[config.mk]
export PLATFORM = sky130hd
export DESIGN_NAME = packet_loader_flat
export DESIGN_NICKNAME = d
export VERILOG_FILES = /design/src/rtl/packet_loader_pkg.sv /design/src/rtl/packet_loader_if.sv /design/src/rtl/packet_loader.sv /design/src/flat_wrapper.sv
export SDC_FILE = /design/constraint.sdc
export NUM_CORES = 1
export LEC_CHECK = 0
export ABC_CLOCK_PERIOD_IN_PS = 5700
export CAP_MARGIN = 40
export CORE_AREA = 2 2 298 300
export CTS_CLUSTER_SIZE = 20
export DETAILED_ROUTE_END_ITERATION = 8
export DIE_AREA = 0 0 300 302
export GPL_ROUTABILITY_DRIVEN = 0
export SYNTH_ARGS = -nofsm -noshare
export SYNTH_HDL_FRONTEND = slang
export SYNTH_SLANG_ARGS = --single-unit
[constraint.sdc]
create_clock -name CLK -period 5.7 [get_ports CLK]
set_clock_uncertainty 0.15 [all_clocks]
set_input_delay 1.71 -clock CLK [delete_from_list [all_inputs] [get_ports CLK]]
set_output_delay 1.71 -clock CLK [all_outputs]
set_load 0.02 [all_outputs]
[src/rtl/packet_loader_pkg.sv]
`default_nettype none
// ============================================================================
// packet_loader_pkg : widths, field ranges, opcodes and template merge helper
// Revision: 1.0
// ============================================================================
package packet_loader_pkg;

    localparam int PACKET_WIDTH         = 175;
    localparam int PACKET_REQUEST_WIDTH = 108;

    localparam logic [1:0] OPCODE_EI = 2'd0;
    localparam logic [1:0] OPCODE_FN = 2'd1;
    localparam logic [1:0] OPCODE_MA = 2'd2;

    localparam logic [2:0] DEST_OPTION_EXEC  = 3'd0;
    localparam logic [2:0] DEST_OPTION_ONE   = 3'd1;
    localparam logic [2:0] DEST_OPTION_LEFT  = 3'd2;
    localparam logic [2:0] DEST_OPTION_RIGHT = 3'd3;

    localparam int REQ_OPT_MSB   = 107;
    localparam int REQ_OPT_LSB   = 105;
    localparam int REQ_ADDR_MSB  = 104;
    localparam int REQ_ADDR_LSB  = 89;
    localparam int DATA1_MSB     = 88;
    localparam int DATA1_LSB     = 57;
    localparam int DATA2_MSB     = 56;
    localparam int DATA2_LSB     = 25;
    localparam int TAG_MSB       = 24;
    localparam int TAG_LSB       = 0;
    localparam int PKT_MODE_MSB  = 174;
    localparam int PKT_MODE_LSB  = 173;
    localparam int PKT_OPC_MSB   = 172;
    localparam int PKT_OPC_LSB   = 165;
    localparam int PKT_DEST_MSB  = 164;
    localparam int PKT_DEST_LSB  = 89;

    typedef logic [PACKET_WIDTH-1:0]         packet_t;
    typedef logic [PACKET_REQUEST_WIDTH-1:0] request_t;

    typedef enum logic [1:0] {
        ST_IDLE = 2'd0,
        ST_ADDR = 2'd1,
        ST_DATA = 2'd2,
        ST_OUT  = 2'd3
    } state_t;

    // Request fields override the template; options 4-7 behave as EXEC.
    function automatic packet_t make_packet_from_request(request_t req, packet_t tmpl);
        packet_t pkt;
        pkt = tmpl;
        pkt[TAG_MSB:TAG_LSB] = req[TAG_MSB:TAG_LSB];
        case (req[REQ_OPT_MSB:REQ_OPT_LSB])
            DEST_OPTION_LEFT:  pkt[DATA1_MSB:DATA1_LSB] = req[DATA1_MSB:DATA1_LSB];
            DEST_OPTION_RIGHT: pkt[DATA2_MSB:DATA2_LSB] = req[DATA2_MSB:DATA2_LSB];
            default: begin
                pkt[DATA1_MSB:DATA1_LSB] = req[DATA1_MSB:DATA1_LSB];
                pkt[DATA2_MSB:DATA2_LSB] = req[DATA2_MSB:DATA2_LSB];
            end
        endcase
        return pkt;
    endfunction

endpackage
`default_nettype wire

[src/rtl/packet_loader_if.sv]
`default_nettype none
// ============================================================================
// packet_loader_if : memory, request and packet-output handshake bundle
// Revision: 1.0
// ============================================================================
interface packet_loader_if;
    import packet_loader_pkg::*;

    logic          MEM_SEND_ADDR_VALID;
    logic [31:0]   MEM_SEND_ADDR;
    logic          MEM_SEND_READY;
    logic          MEM_SEND_DATA_VALID;
    logic [31:0]   MEM_SEND_DATA;
    logic          MEM_RECEIVE_VALID;
    logic [31:0]   MEM_RECEIVE_DATA;
    logic          MEM_RECEIVE_READY;
    logic          RECEIVE_PR_VALID;
    request_t      RECEIVE_PR_DATA;
    logic          RECEIVE_PR_READY;
    logic          SEND_PC_TO_QU_VALID;
    packet_t       SEND_PC_TO_QU_DATA;
    logic          SEND_PC_TO_QU_READY;
    logic          SEND_PC_TO_FE_VALID;
    packet_t       SEND_PC_TO_FE_DATA;
    logic          SEND_PC_TO_FE_READY;
    logic          SEND_PC_TO_MA_VALID;
    packet_t       SEND_PC_TO_MA_DATA;
    logic          SEND_PC_TO_MA_READY;

    modport master (
        output MEM_SEND_ADDR_VALID, MEM_SEND_ADDR, MEM_SEND_DATA_VALID, MEM_SEND_DATA,
        output MEM_RECEIVE_READY, RECEIVE_PR_READY,
        output SEND_PC_TO_QU_VALID, SEND_PC_TO_QU_DATA,
        output SEND_PC_TO_FE_VALID, SEND_PC_TO_FE_DATA,
        output SEND_PC_TO_MA_VALID, SEND_PC_TO_MA_DATA,
        input  MEM_SEND_READY, MEM_RECEIVE_VALID, MEM_RECEIVE_DATA,
        input  RECEIVE_PR_VALID, RECEIVE_PR_DATA,
        input  SEND_PC_TO_QU_READY, SEND_PC_TO_FE_READY, SEND_PC_TO_MA_READY
    );

    modport slave (
        input  MEM_SEND_ADDR_VALID, MEM_SEND_ADDR, MEM_SEND_DATA_VALID, MEM_SEND_DATA,
        input  MEM_RECEIVE_READY, RECEIVE_PR_READY,
        input  SEND_PC_TO_QU_VALID, SEND_PC_TO_QU_DATA,
        input  SEND_PC_TO_FE_VALID, SEND_PC_TO_FE_DATA,
        input  SEND_PC_TO_MA_VALID, SEND_PC_TO_MA_DATA,
        output MEM_SEND_READY, MEM_RECEIVE_VALID, MEM_RECEIVE_DATA,
        output RECEIVE_PR_VALID, RECEIVE_PR_DATA,
        output SEND_PC_TO_QU_READY, SEND_PC_TO_FE_READY, SEND_PC_TO_MA_READY
    );

endinterface
`default_nettype wire

[src/rtl/packet_loader.sv]
`default_nettype none
// ============================================================================
// packet_loader : fetches a six-word instruction template, merges the request
// and routes the packet to QU/FE/MA. PACKET_LOADER_ERR_EN adds a sticky ERR.
// Revision: 1.0
// ============================================================================
module packet_loader
    import packet_loader_pkg::*;
(
    input  logic        CLK,
    input  logic        RST,
    input  logic [31:0] OPADDR,
`ifdef PACKET_LOADER_ERR_EN
    output logic        ERR,
`endif
    packet_loader_if.master bus
);

    state_t      r_state, w_next_state;
    logic [2:0]  r_count, w_next_count;
    request_t    r_req;
    logic [31:0] r_words [0:4];
    packet_t     r_packet, w_merged;
    logic [31:0] r_addr, w_next_addr;
    logic [15:0] w_dest_addr;
    logic [1:0]  w_opmode, w_out_opmode;
    logic        r_pr_ready, r_addr_valid, r_rcv_ready;
    logic        r_qu_valid, r_fe_valid, r_ma_valid;
    logic        w_accept, w_addr_xfer, w_data_xfer, w_out_xfer, w_last_word, w_illegal;

    assign w_accept    = (r_state == ST_IDLE) && r_pr_ready && bus.RECEIVE_PR_VALID;
    assign w_addr_xfer = (r_state == ST_ADDR) && r_addr_valid && bus.MEM_SEND_READY;
    assign w_data_xfer = (r_state == ST_DATA) && r_rcv_ready && bus.MEM_RECEIVE_VALID;
    assign w_out_xfer  = (r_state == ST_OUT) &&
                         ((r_qu_valid && bus.SEND_PC_TO_QU_READY) ||
                          (r_fe_valid && bus.SEND_PC_TO_FE_READY) ||
                          (r_ma_valid && bus.SEND_PC_TO_MA_READY));
    assign w_last_word = (r_count == 3'd5);

    // The sixth word is merged straight off the bus so OUT follows without a bubble.
    assign w_merged  = make_packet_from_request(r_req,
                           {r_words[0], r_words[1], r_words[2], r_words[3], r_words[4],
                            bus.MEM_RECEIVE_DATA[14:0]});
    assign w_opmode  = w_merged[PKT_MODE_MSB:PKT_MODE_LSB];
    assign w_illegal = (w_opmode == 2'd3);
    assign w_out_opmode = (r_state == ST_OUT) ? r_packet[PKT_MODE_MSB:PKT_MODE_LSB] : w_opmode;

    always_comb begin
        w_next_state = r_state;
        w_next_count = r_count;
        w_dest_addr  = r_req[REQ_ADDR_MSB:REQ_ADDR_LSB];
        case (r_state)
            ST_IDLE: if (w_accept) begin
                w_next_state = ST_ADDR;
                w_next_count = 3'd0;
                w_dest_addr  = bus.RECEIVE_PR_DATA[REQ_ADDR_MSB:REQ_ADDR_LSB];
            end
            ST_ADDR: if (w_addr_xfer) w_next_state = ST_DATA;
            ST_DATA: if (w_data_xfer) begin
                if (w_last_word) begin
                    w_next_state = w_illegal ? ST_IDLE : ST_OUT;
                end else begin
                    w_next_state = ST_ADDR;
                    w_next_count = r_count + 3'd1;
                end
            end
            ST_OUT:  if (w_out_xfer) w_next_state = ST_IDLE;
            default: w_next_state = ST_IDLE;
        endcase
        w_next_addr = OPADDR + {16'b0, w_dest_addr} + {27'b0, w_next_count, 2'b00};
    end

    always_ff @(posedge CLK) begin
        if (RST) begin
            r_state <= ST_IDLE;
            r_count <= 3'd0;
        end else begin
            r_state <= w_next_state;
            r_count <= w_next_count;
        end
    end

    always_ff @(posedge CLK) begin
        if (RST) begin
            r_pr_ready   <= 1'b0;
            r_addr_valid <= 1'b0;
            r_rcv_ready  <= 1'b0;
            r_qu_valid   <= 1'b0;
            r_fe_valid   <= 1'b0;
            r_ma_valid   <= 1'b0;
            r_req        <= '0;
            r_addr       <= '0;
            r_packet     <= '0;
            for (int i = 0; i < 5; i++) r_words[i] <= '0;
        end else begin
            r_pr_ready   <= (w_next_state == ST_IDLE);
            r_addr_valid <= (w_next_state == ST_ADDR);
            r_rcv_ready  <= (w_next_state == ST_DATA);
            r_qu_valid   <= (w_next_state == ST_OUT) && (w_out_opmode == OPCODE_EI);
            r_fe_valid   <= (w_next_state == ST_OUT) && (w_out_opmode == OPCODE_FN);
            r_ma_valid   <= (w_next_state == ST_OUT) && (w_out_opmode == OPCODE_MA);
            if (w_accept) r_req <= bus.RECEIVE_PR_DATA;
            if ((w_next_state == ST_ADDR) && (r_state != ST_ADDR)) r_addr <= w_next_addr;
            if (w_data_xfer && !w_last_word) r_words[r_count] <= bus.MEM_RECEIVE_DATA;
            if (w_data_xfer && w_last_word && !w_illegal) r_packet <= w_merged;
        end
    end

`ifdef PACKET_LOADER_ERR_EN
    logic r_err;
    always_ff @(posedge CLK) begin
        if (RST) r_err <= 1'b0;
        else if (w_data_xfer && w_last_word && w_illegal) r_err <= 1'b1;
    end
    assign ERR = r_err;
`else
    // Opmode-3 packets are dropped without any indication.
`endif

    assign bus.RECEIVE_PR_READY    = r_pr_ready;
    assign bus.MEM_SEND_ADDR_VALID = r_addr_valid;
    assign bus.MEM_SEND_ADDR       = r_addr;
    assign bus.MEM_SEND_DATA_VALID = 1'b0;
    assign bus.MEM_SEND_DATA       = 32'd0;
    assign bus.MEM_RECEIVE_READY   = r_rcv_ready;
    assign bus.SEND_PC_TO_QU_VALID = r_qu_valid;
    assign bus.SEND_PC_TO_FE_VALID = r_fe_valid;
    assign bus.SEND_PC_TO_MA_VALID = r_ma_valid;
    assign bus.SEND_PC_TO_QU_DATA  = r_packet;
    assign bus.SEND_PC_TO_FE_DATA  = r_packet;
    assign bus.SEND_PC_TO_MA_DATA  = r_packet;

endmodule
`default_nettype wire

[src/flat_wrapper.sv]
// flat-port wrapper written by rule: the top's interface ports become plain ports
module packet_loader_flat import packet_loader_pkg::*;
  (CLK, RST, OPADDR, bus_MEM_SEND_ADDR_VALID, bus_MEM_SEND_ADDR, bus_MEM_SEND_DATA_VALID, bus_MEM_SEND_DATA, bus_MEM_RECEIVE_READY, bus_RECEIVE_PR_READY, bus_SEND_PC_TO_QU_VALID, bus_SEND_PC_TO_QU_DATA, bus_SEND_PC_TO_FE_VALID, bus_SEND_PC_TO_FE_DATA, bus_SEND_PC_TO_MA_VALID, bus_SEND_PC_TO_MA_DATA, bus_MEM_SEND_READY, bus_MEM_RECEIVE_VALID, bus_MEM_RECEIVE_DATA, bus_RECEIVE_PR_VALID, bus_RECEIVE_PR_DATA, bus_SEND_PC_TO_QU_READY, bus_SEND_PC_TO_FE_READY, bus_SEND_PC_TO_MA_READY);
  packet_loader_if bus_i ();
  input  logic CLK;
  input  logic RST;
  input  logic [31:0] OPADDR;
  output wire logic [$bits(bus_i.MEM_SEND_ADDR_VALID)-1:0] bus_MEM_SEND_ADDR_VALID;
  output wire logic [$bits(bus_i.MEM_SEND_ADDR)-1:0] bus_MEM_SEND_ADDR;
  output wire logic [$bits(bus_i.MEM_SEND_DATA_VALID)-1:0] bus_MEM_SEND_DATA_VALID;
  output wire logic [$bits(bus_i.MEM_SEND_DATA)-1:0] bus_MEM_SEND_DATA;
  output wire logic [$bits(bus_i.MEM_RECEIVE_READY)-1:0] bus_MEM_RECEIVE_READY;
  output wire logic [$bits(bus_i.RECEIVE_PR_READY)-1:0] bus_RECEIVE_PR_READY;
  output wire logic [$bits(bus_i.SEND_PC_TO_QU_VALID)-1:0] bus_SEND_PC_TO_QU_VALID;
  output wire logic [$bits(bus_i.SEND_PC_TO_QU_DATA)-1:0] bus_SEND_PC_TO_QU_DATA;
  output wire logic [$bits(bus_i.SEND_PC_TO_FE_VALID)-1:0] bus_SEND_PC_TO_FE_VALID;
  output wire logic [$bits(bus_i.SEND_PC_TO_FE_DATA)-1:0] bus_SEND_PC_TO_FE_DATA;
  output wire logic [$bits(bus_i.SEND_PC_TO_MA_VALID)-1:0] bus_SEND_PC_TO_MA_VALID;
  output wire logic [$bits(bus_i.SEND_PC_TO_MA_DATA)-1:0] bus_SEND_PC_TO_MA_DATA;
  input wire logic [$bits(bus_i.MEM_SEND_READY)-1:0] bus_MEM_SEND_READY;
  input wire logic [$bits(bus_i.MEM_RECEIVE_VALID)-1:0] bus_MEM_RECEIVE_VALID;
  input wire logic [$bits(bus_i.MEM_RECEIVE_DATA)-1:0] bus_MEM_RECEIVE_DATA;
  input wire logic [$bits(bus_i.RECEIVE_PR_VALID)-1:0] bus_RECEIVE_PR_VALID;
  input wire logic [$bits(bus_i.RECEIVE_PR_DATA)-1:0] bus_RECEIVE_PR_DATA;
  input wire logic [$bits(bus_i.SEND_PC_TO_QU_READY)-1:0] bus_SEND_PC_TO_QU_READY;
  input wire logic [$bits(bus_i.SEND_PC_TO_FE_READY)-1:0] bus_SEND_PC_TO_FE_READY;
  input wire logic [$bits(bus_i.SEND_PC_TO_MA_READY)-1:0] bus_SEND_PC_TO_MA_READY;
  assign bus_MEM_SEND_ADDR_VALID = bus_i.MEM_SEND_ADDR_VALID;
  assign bus_MEM_SEND_ADDR = bus_i.MEM_SEND_ADDR;
  assign bus_MEM_SEND_DATA_VALID = bus_i.MEM_SEND_DATA_VALID;
  assign bus_MEM_SEND_DATA = bus_i.MEM_SEND_DATA;
  assign bus_MEM_RECEIVE_READY = bus_i.MEM_RECEIVE_READY;
  assign bus_RECEIVE_PR_READY = bus_i.RECEIVE_PR_READY;
  assign bus_SEND_PC_TO_QU_VALID = bus_i.SEND_PC_TO_QU_VALID;
  assign bus_SEND_PC_TO_QU_DATA = bus_i.SEND_PC_TO_QU_DATA;
  assign bus_SEND_PC_TO_FE_VALID = bus_i.SEND_PC_TO_FE_VALID;
  assign bus_SEND_PC_TO_FE_DATA = bus_i.SEND_PC_TO_FE_DATA;
  assign bus_SEND_PC_TO_MA_VALID = bus_i.SEND_PC_TO_MA_VALID;
  assign bus_SEND_PC_TO_MA_DATA = bus_i.SEND_PC_TO_MA_DATA;
  assign bus_i.MEM_SEND_READY = bus_MEM_SEND_READY;
  assign bus_i.MEM_RECEIVE_VALID = bus_MEM_RECEIVE_VALID;
  assign bus_i.MEM_RECEIVE_DATA = bus_MEM_RECEIVE_DATA;
  assign bus_i.RECEIVE_PR_VALID = bus_RECEIVE_PR_VALID;
  assign bus_i.RECEIVE_PR_DATA = bus_RECEIVE_PR_DATA;
  assign bus_i.SEND_PC_TO_QU_READY = bus_SEND_PC_TO_QU_READY;
  assign bus_i.SEND_PC_TO_FE_READY = bus_SEND_PC_TO_FE_READY;
  assign bus_i.SEND_PC_TO_MA_READY = bus_SEND_PC_TO_MA_READY;
  packet_loader u_core (.CLK(CLK), .RST(RST), .OPADDR(OPADDR), .bus(bus_i));
endmodule
# Word level (Yosys, flattened, before mapping)
# Memories as Yosys holds them, arrays and structs flattened. A register that Yosys moved wholly into a read port is not among the register bits.
# Index checks and enable logic that the tools add are counted.
[totals]
latch_bits = 0
regBits = 326
rom_bits = 0
memories = 1
elab_cells = 77
input_bits = 180
output_inout_bits = 596
mem_bits_rw = 160
[memory_table]
columns = ["memory", "words", "width", "read_ports", "rd_clocked_by_memory_dff", "write_ports", "line", "text"]
rows = [
  ["u_core.r_words", 5, 32, 5, 1, 5, "packet_loader.sv:22", "logic [31:0] r_words [0:4];"],
]
[classes]
shift = 0
n_eq_ne = 13
reduce_logical = 25
add_sub_neg = 3
magnitude_cmp = 0
n_mux = 24
div = 0
mul = 0
bitwise = 0
[ops]
columns = ["op", "n"]
rows = [
  ["$mux 32", 3],
  ["$add 32x16->32", 1],
  ["$add 32x5->32", 1],
  ["$mux 16", 2],
  ["$reduce_or 32->1", 1],
  ["$logic_and 1x1->1", 17],
  ["$mux 2", 7],
  ["$eq 2x2->1 const B", 6],
  ["$mux 3", 4],
  ["$pmux 2 s4", 1],
  ["$eq 2x1->1 const B", 3],
  ["$eq 3x2->1 const B", 2],
  ["$logic_not 2->1", 3],
  ["$mux 1", 6],
  ["$pmux 3 s2", 1],
  ["$add 3x1->3 const B", 1],
  ["$eq 3x3->1 const B", 1],
  ["$logic_not 1->1", 2],
  ["$logic_or 1x1->1", 2],
  ["$ne 2x1->1 const B", 1],
]

# Longest topological paths before layout
[logic_depth]
depth_word = 9
depth_mapped = 19
ltp_nobuf = 16

# Worst setup path before layout
# OpenSTA, ideal clock, no wires.
[synth_path]
path_kind = "input to register"
from = "in bus_RECEIVE_PR_VALID"
to = "reg u_core.r_addr[31] (netlist: u_core.bus.MEM_SEND_ADDR[31])"
required_time_ps = 5459
arrival_ps = 5046
stages = 16
path_buffers = 1
setup_time_ps = 91
slack_ps = 413
path_cell_list = "nand2_1 -> nor3_1 -> a21oi_1 -> nand2_1 -> o21ai_0 -> fa_1 -> inv_1 -> fa_1 -> nor2b_1 -> o2111ai_1 -> nand2_1 -> a211o_1 -> buf_2 -> nand3_1 -> or3_1 -> a311oi_1"
[synth_via]
word_cells_on_any_way = 11
classes_between = "add/sub: 2; eq/ne: 1; mux: 6; reduce/logical: 2"
[synth_rtl]
columns = ["item", "line", "text"]
rows = [
  ["start, declared", "flat_wrapper.sv:23", "input wire logic [$bits(bus_i.RECEIVE_PR_VALID)-1:0] bus_RECEIVE_PR_VALID;"],
  ["$logic_and 1x1->1", "packet_loader.sv:31", "assign w_accept = (r_state == ST_IDLE) && r_pr_ready && bus.RECEIVE_PR_VALID;"],
  ["$mux 3", "packet_loader.sv:53", "ST_IDLE: if (w_accept) begin"],
  ["$pmux 3 s2", "packet_loader.sv:52", "case (r_state)"],
  ["named net u_core.w_next_count[0]", "packet_loader.sv:20", "logic [2:0] r_count, w_next_count;"],
  ["$add 32x5->32", "packet_loader.sv:70", "w_next_addr = OPADDR + {16'b0, w_dest_addr} + {27'b0, w_next_count, 2'b00};"],
  ["end signal, assigned", "packet_loader.sv:103", "if ((w_next_state == ST_ADDR) && (r_state != ST_ADDR)) r_addr <= w_next_addr;"],
  ["end, declared", "packet_loader.sv:24", "logic [31:0] r_addr, w_next_addr;"],
]
# The timed path passes the listed nets, and every way through them passes these cells.
# A chain may end at the register's enable or synchronous reset.

# Worst setup path after layout
[layout_path]
from = "in bus_MEM_RECEIVE_VALID"
to = "reg u_core.r_addr[30] (netlist: u_core.bus.MEM_SEND_ADDR[30])"
[layout_via]
word_cells_on_any_way = 8
classes_between = "add/sub: 1; eq/ne: 1; mux: 4; reduce/logical: 2"
[layout_rtl]
columns = ["item", "line", "text"]
rows = [
  ["start, declared", "flat_wrapper.sv:21", "input wire logic [$bits(bus_i.MEM_RECEIVE_VALID)-1:0] bus_MEM_RECEIVE_VALID;"],
  ["$logic_and 1x1->1", "packet_loader.sv:33", "assign w_data_xfer = (r_state == ST_DATA) && r_rcv_ready && bus.MEM_RECEIVE_VALID;"],
  ["$mux 3", "packet_loader.sv:59", "ST_DATA: if (w_data_xfer) begin"],
  ["$pmux 3 s2", "packet_loader.sv:52", ""],
  ["named net u_core.w_next_count[0]", "packet_loader.sv:20", ""],
  ["$add 32x5->32", "packet_loader.sv:70", ""],
]
# The timed path passes the listed nets, and every way through them passes these cells.

==> out/metrics.csv <==
metric,value,unit
Total Wirelength,77100,µm
number of global-route vias before repair,15811,
Synth Area per Inst,9.30,µm²
Synth Area in Simple Gates,0.170,
post-synthesis compound-gate area fraction,0.101,
clock buffer depth,3,
Sum Neg Setup Slack,0,ps
Setup crit end kind,register,
Critical Path AT,5420,ps
Num CTS Buffers,55,
vias per cell,4.28,
Clock transition at path regs,60,ps
PwrDens,272,nW/µm²
async set-or-reset flop fraction in the synthesized netlist,0,
Tot Pwr,8.04,mW
die width,300,µm
Final HPWL DP,55700,µm
top cell family by delay on the critical path,compound AO/OA/AOI/OAI gates,
hold violation total from the final report,0,
I/O Buffers,742,
Yosys top cell area share,0.303,
H-tree depth,2,
Starting Density,0.246,
Overall Global Routing Usage,0.162,
DR DRC count,0,
CTS tree,done,
post-synthesis instance area,21600,µm²
Post-Layout Inst Area,29600,µm²
largest net degree at the start of global routing,173,
Post-CTS Setup Repair Bufs,0,
Core Area,87600,µm²
# resized after CTS,0,
largest family of logic cells by synthesized area,simple AND/OR/NAND/NOR gates,
number of synthesis warnings,0,
row cnt,109,
die area,90600,µm²
Unique masters post-synth,52,
Wirelength per Cell,19.8,µm
worst-margin pin slew,995,ps
most frequent cells in the layout,"clkdlybuf4s50_1 (741), nand2_1 (502), dfxtp_1 (326)",
maximum vdd ir drop,0.000172,V
Root Driver,clkbuf_16,
CTS Hold Bufs,0,
outcome,"finished, final reports clean",
share of total power in combinational logic,0.090,
adder-cell share of the synthesized area,0.0217,
peak fanout along the critical path,12,
"commonest non-fill, non-tap cell in the layout",clkdlybuf4s50_1,
Vias,16626,
Reg power frac,0.453,
clock network power share,0.457,
register area,11000,µm²
Worst path most repeated cell,nand2_1,
Yosys top cell by area,dfxtp_1,
Cells after Synth,2319,
Slowest cell on crit path,clkdlybuf4s50_1,
final worst path period share,0.890,
RSZ-0062 raised after global routing,false,
GR Overflow Total,0,
Final Critical Period,5070,ps
Setup CP Type,in -> reg,
Switching Power,1.98,mW
Yosys reg bits,476,
initial DRC count,955,
share of layout cells above drive strength 1,0.0549,
Fin Hold WS,299,ps
CP bufs+invs,1,
Chip Height,302,µm
# setup viols final,0,
Max stage delay on crit path,510,ps
cells along the critical path,"clkdlybuf4s50_1, nand2_1, nor3_2, nand2_1, o21ai_0, fa_1, ha_1, a21o_1, nand4_1, a31o_1, o31ai_4, a32oi_2, or3_1, a311oi_1",
sequential area share after synthesis,0.511,
area grow syn2layout,37.0,%
fillers,8982,
nets@finish,2884,
final worst slack,628,ps
worst skew pair latency,610,ps
Pint,6.07,mW
first-pass GRT wire length,109000,µm
Sw Ratio,0.246,
Hold Path Class,reg -> reg,
Post-synth EDFFs,150,
Pre-antenna DRT Iters,5,
CTS Sinks,476,
post-synthesis mux area share,0.0297,
fmax,197,MHz
ranking of synthesized cells by area,"dfxtp_1 (30%), edfxtp_1 (21%), buf_4 (13%), nand2_1 (8.7%), a21oi_1 (5.8%)",
fin. max-slew vios,0,
max_cap viols,0,
I/O pin total,776,
Setup crit start kind,primary input,
Synth Area in XOR/XNOR,0.00771,
Relative slew margins,0.337,
pre-CTS WS,27.2,ps
leakage power,10.5,nW
initial antenna violation count,12,
Critical Path RT,6050,ps
area occupied by multi-input gates,7310,µm²
Main synth FF type,dfxtp_1,
Post-DRT Antenna Nets,0,
Area after DPL,27600,µm²
==> path summary, 6_finish.rpt <==
path                                                    start                                        endpoint  slack, ps  cells past startpoint
worst max-delay path                    bus_MEM_RECEIVE_VALID       u_core.bus.MEM_SEND_ADDR[30]$_SDFFE_PP0P_        630                     14
worst min-delay path            u_core.r_req[12]$_SDFFE_PP0P_  u_core.bus.SEND_PC_TO_FE_DATA[12]$_SDFFE_PP0P_        300                      2
worst max register to register   u_core.r_count[1]$_SDFF_PP0_       u_core.bus.MEM_SEND_ADDR[30]$_SDFFE_PP0P_       1530                     14
worst min register to register  u_core.r_req[12]$_SDFFE_PP0P_  u_core.bus.SEND_PC_TO_FE_DATA[12]$_SDFFE_PP0P_        300                      2
==> cell usage after synthesis (5+ instances only) <==
library cell,count
nand3_1,13
and3_1,38
nand2_1,502
nor3_1,6
a311oi_1,7
or2_2,5
buf_1,9
and2_1,122
dfxtp_1,326
a31oi_1,5
clkbuf_1,118
edfxtp_1,150
buf_2,5
xor2_1,13
a21oi_1,249
ha_1,31
nor2b_1,9
nor2_1,101
nand4_1,6
inv_1,7
buf_4,383
xnor2_1,6
o21ai_0,16
mux2i_1,64
a211oi_1,73
a21o_1,6
or3_1,7
==> metal layers <==
metal | vias to the layer above | GRT usage | wire length (µm)
li1 | 8061 | - | -
met1 | 7898 | 0.198 | 31400
met2 | 584 | 0.288 | 39100
met3 | 81 | 0.0330 | 4830
met4 | 2 | 0.0468 | 1740
met5 | - | 0 | 13
==> sequential cells by signal (all words and copies together), names as in the netlist, 2 cells and up <==
| register | flops |
|---|---|
| u_core.bus.SEND_PC_TO_FE_DATA | 175 |
| u_core.r_words | 150 |
| u_core.r_req | 108 |
| u_core.bus.MEM_SEND_ADDR | 32 |
| u_core.r_count | 3 |
| u_core.r_state | 2 |
==> tightest hold or removal path, delay by kind of cell, from the launching register on <==
family / cells / cell delay [ps]
flops: 1 / 300
simple gates: 1 / 50
compound gates: 1 / 50
==> through the flow <==
step | cells | utilization
after global routing | 3884 | 0.338
after global placement | 3774 | 0.315
final | 3888 | 0.338
after floorplan | 2351 | -
after CTS | 3880 | 0.337
after detailed placement | 3777 | 0.316
==> final cells by class <==
class,count,share of cell area
flip-flops and latches,476,0.373
repair buffers,777,0.264
multi-input cells,1351,0.247
clock buffers,75,0.0535
well taps,1165,0.0493
clock inverters,28,0.0107
inverters,8,0.00102
diodes,8,0.000677
==> power groups by stage <==
| stage | sequential [mW] | clock (mW) | combinational [mW] |
|---|---|---|---|
| finish | 3.64 | 3.68 | 0.721 |
| global route | 3.65 | 3.91 | 0.787 |
| CTS | 3.64 | 3.78 | 0.733 |
| detailed placement | 3.72 | 0 | 0.728 |
| global placement | 3.72 | 0 | 0.721 |
| floorplan | 3.73 | 0 | 0.362 |
==> logic make-up after synthesis <==
kind of cell,after synthesis
AND/OR/NAND/NOR,827
AO/OA/AOI/OAI,373
adder cells (fa/ha/maj),35
buffers and inverters,524
other,1
multiplexers,64
XOR/XNOR,19
flip-flops,476
No activity file was read; power rests on OpenSTA's default activity.
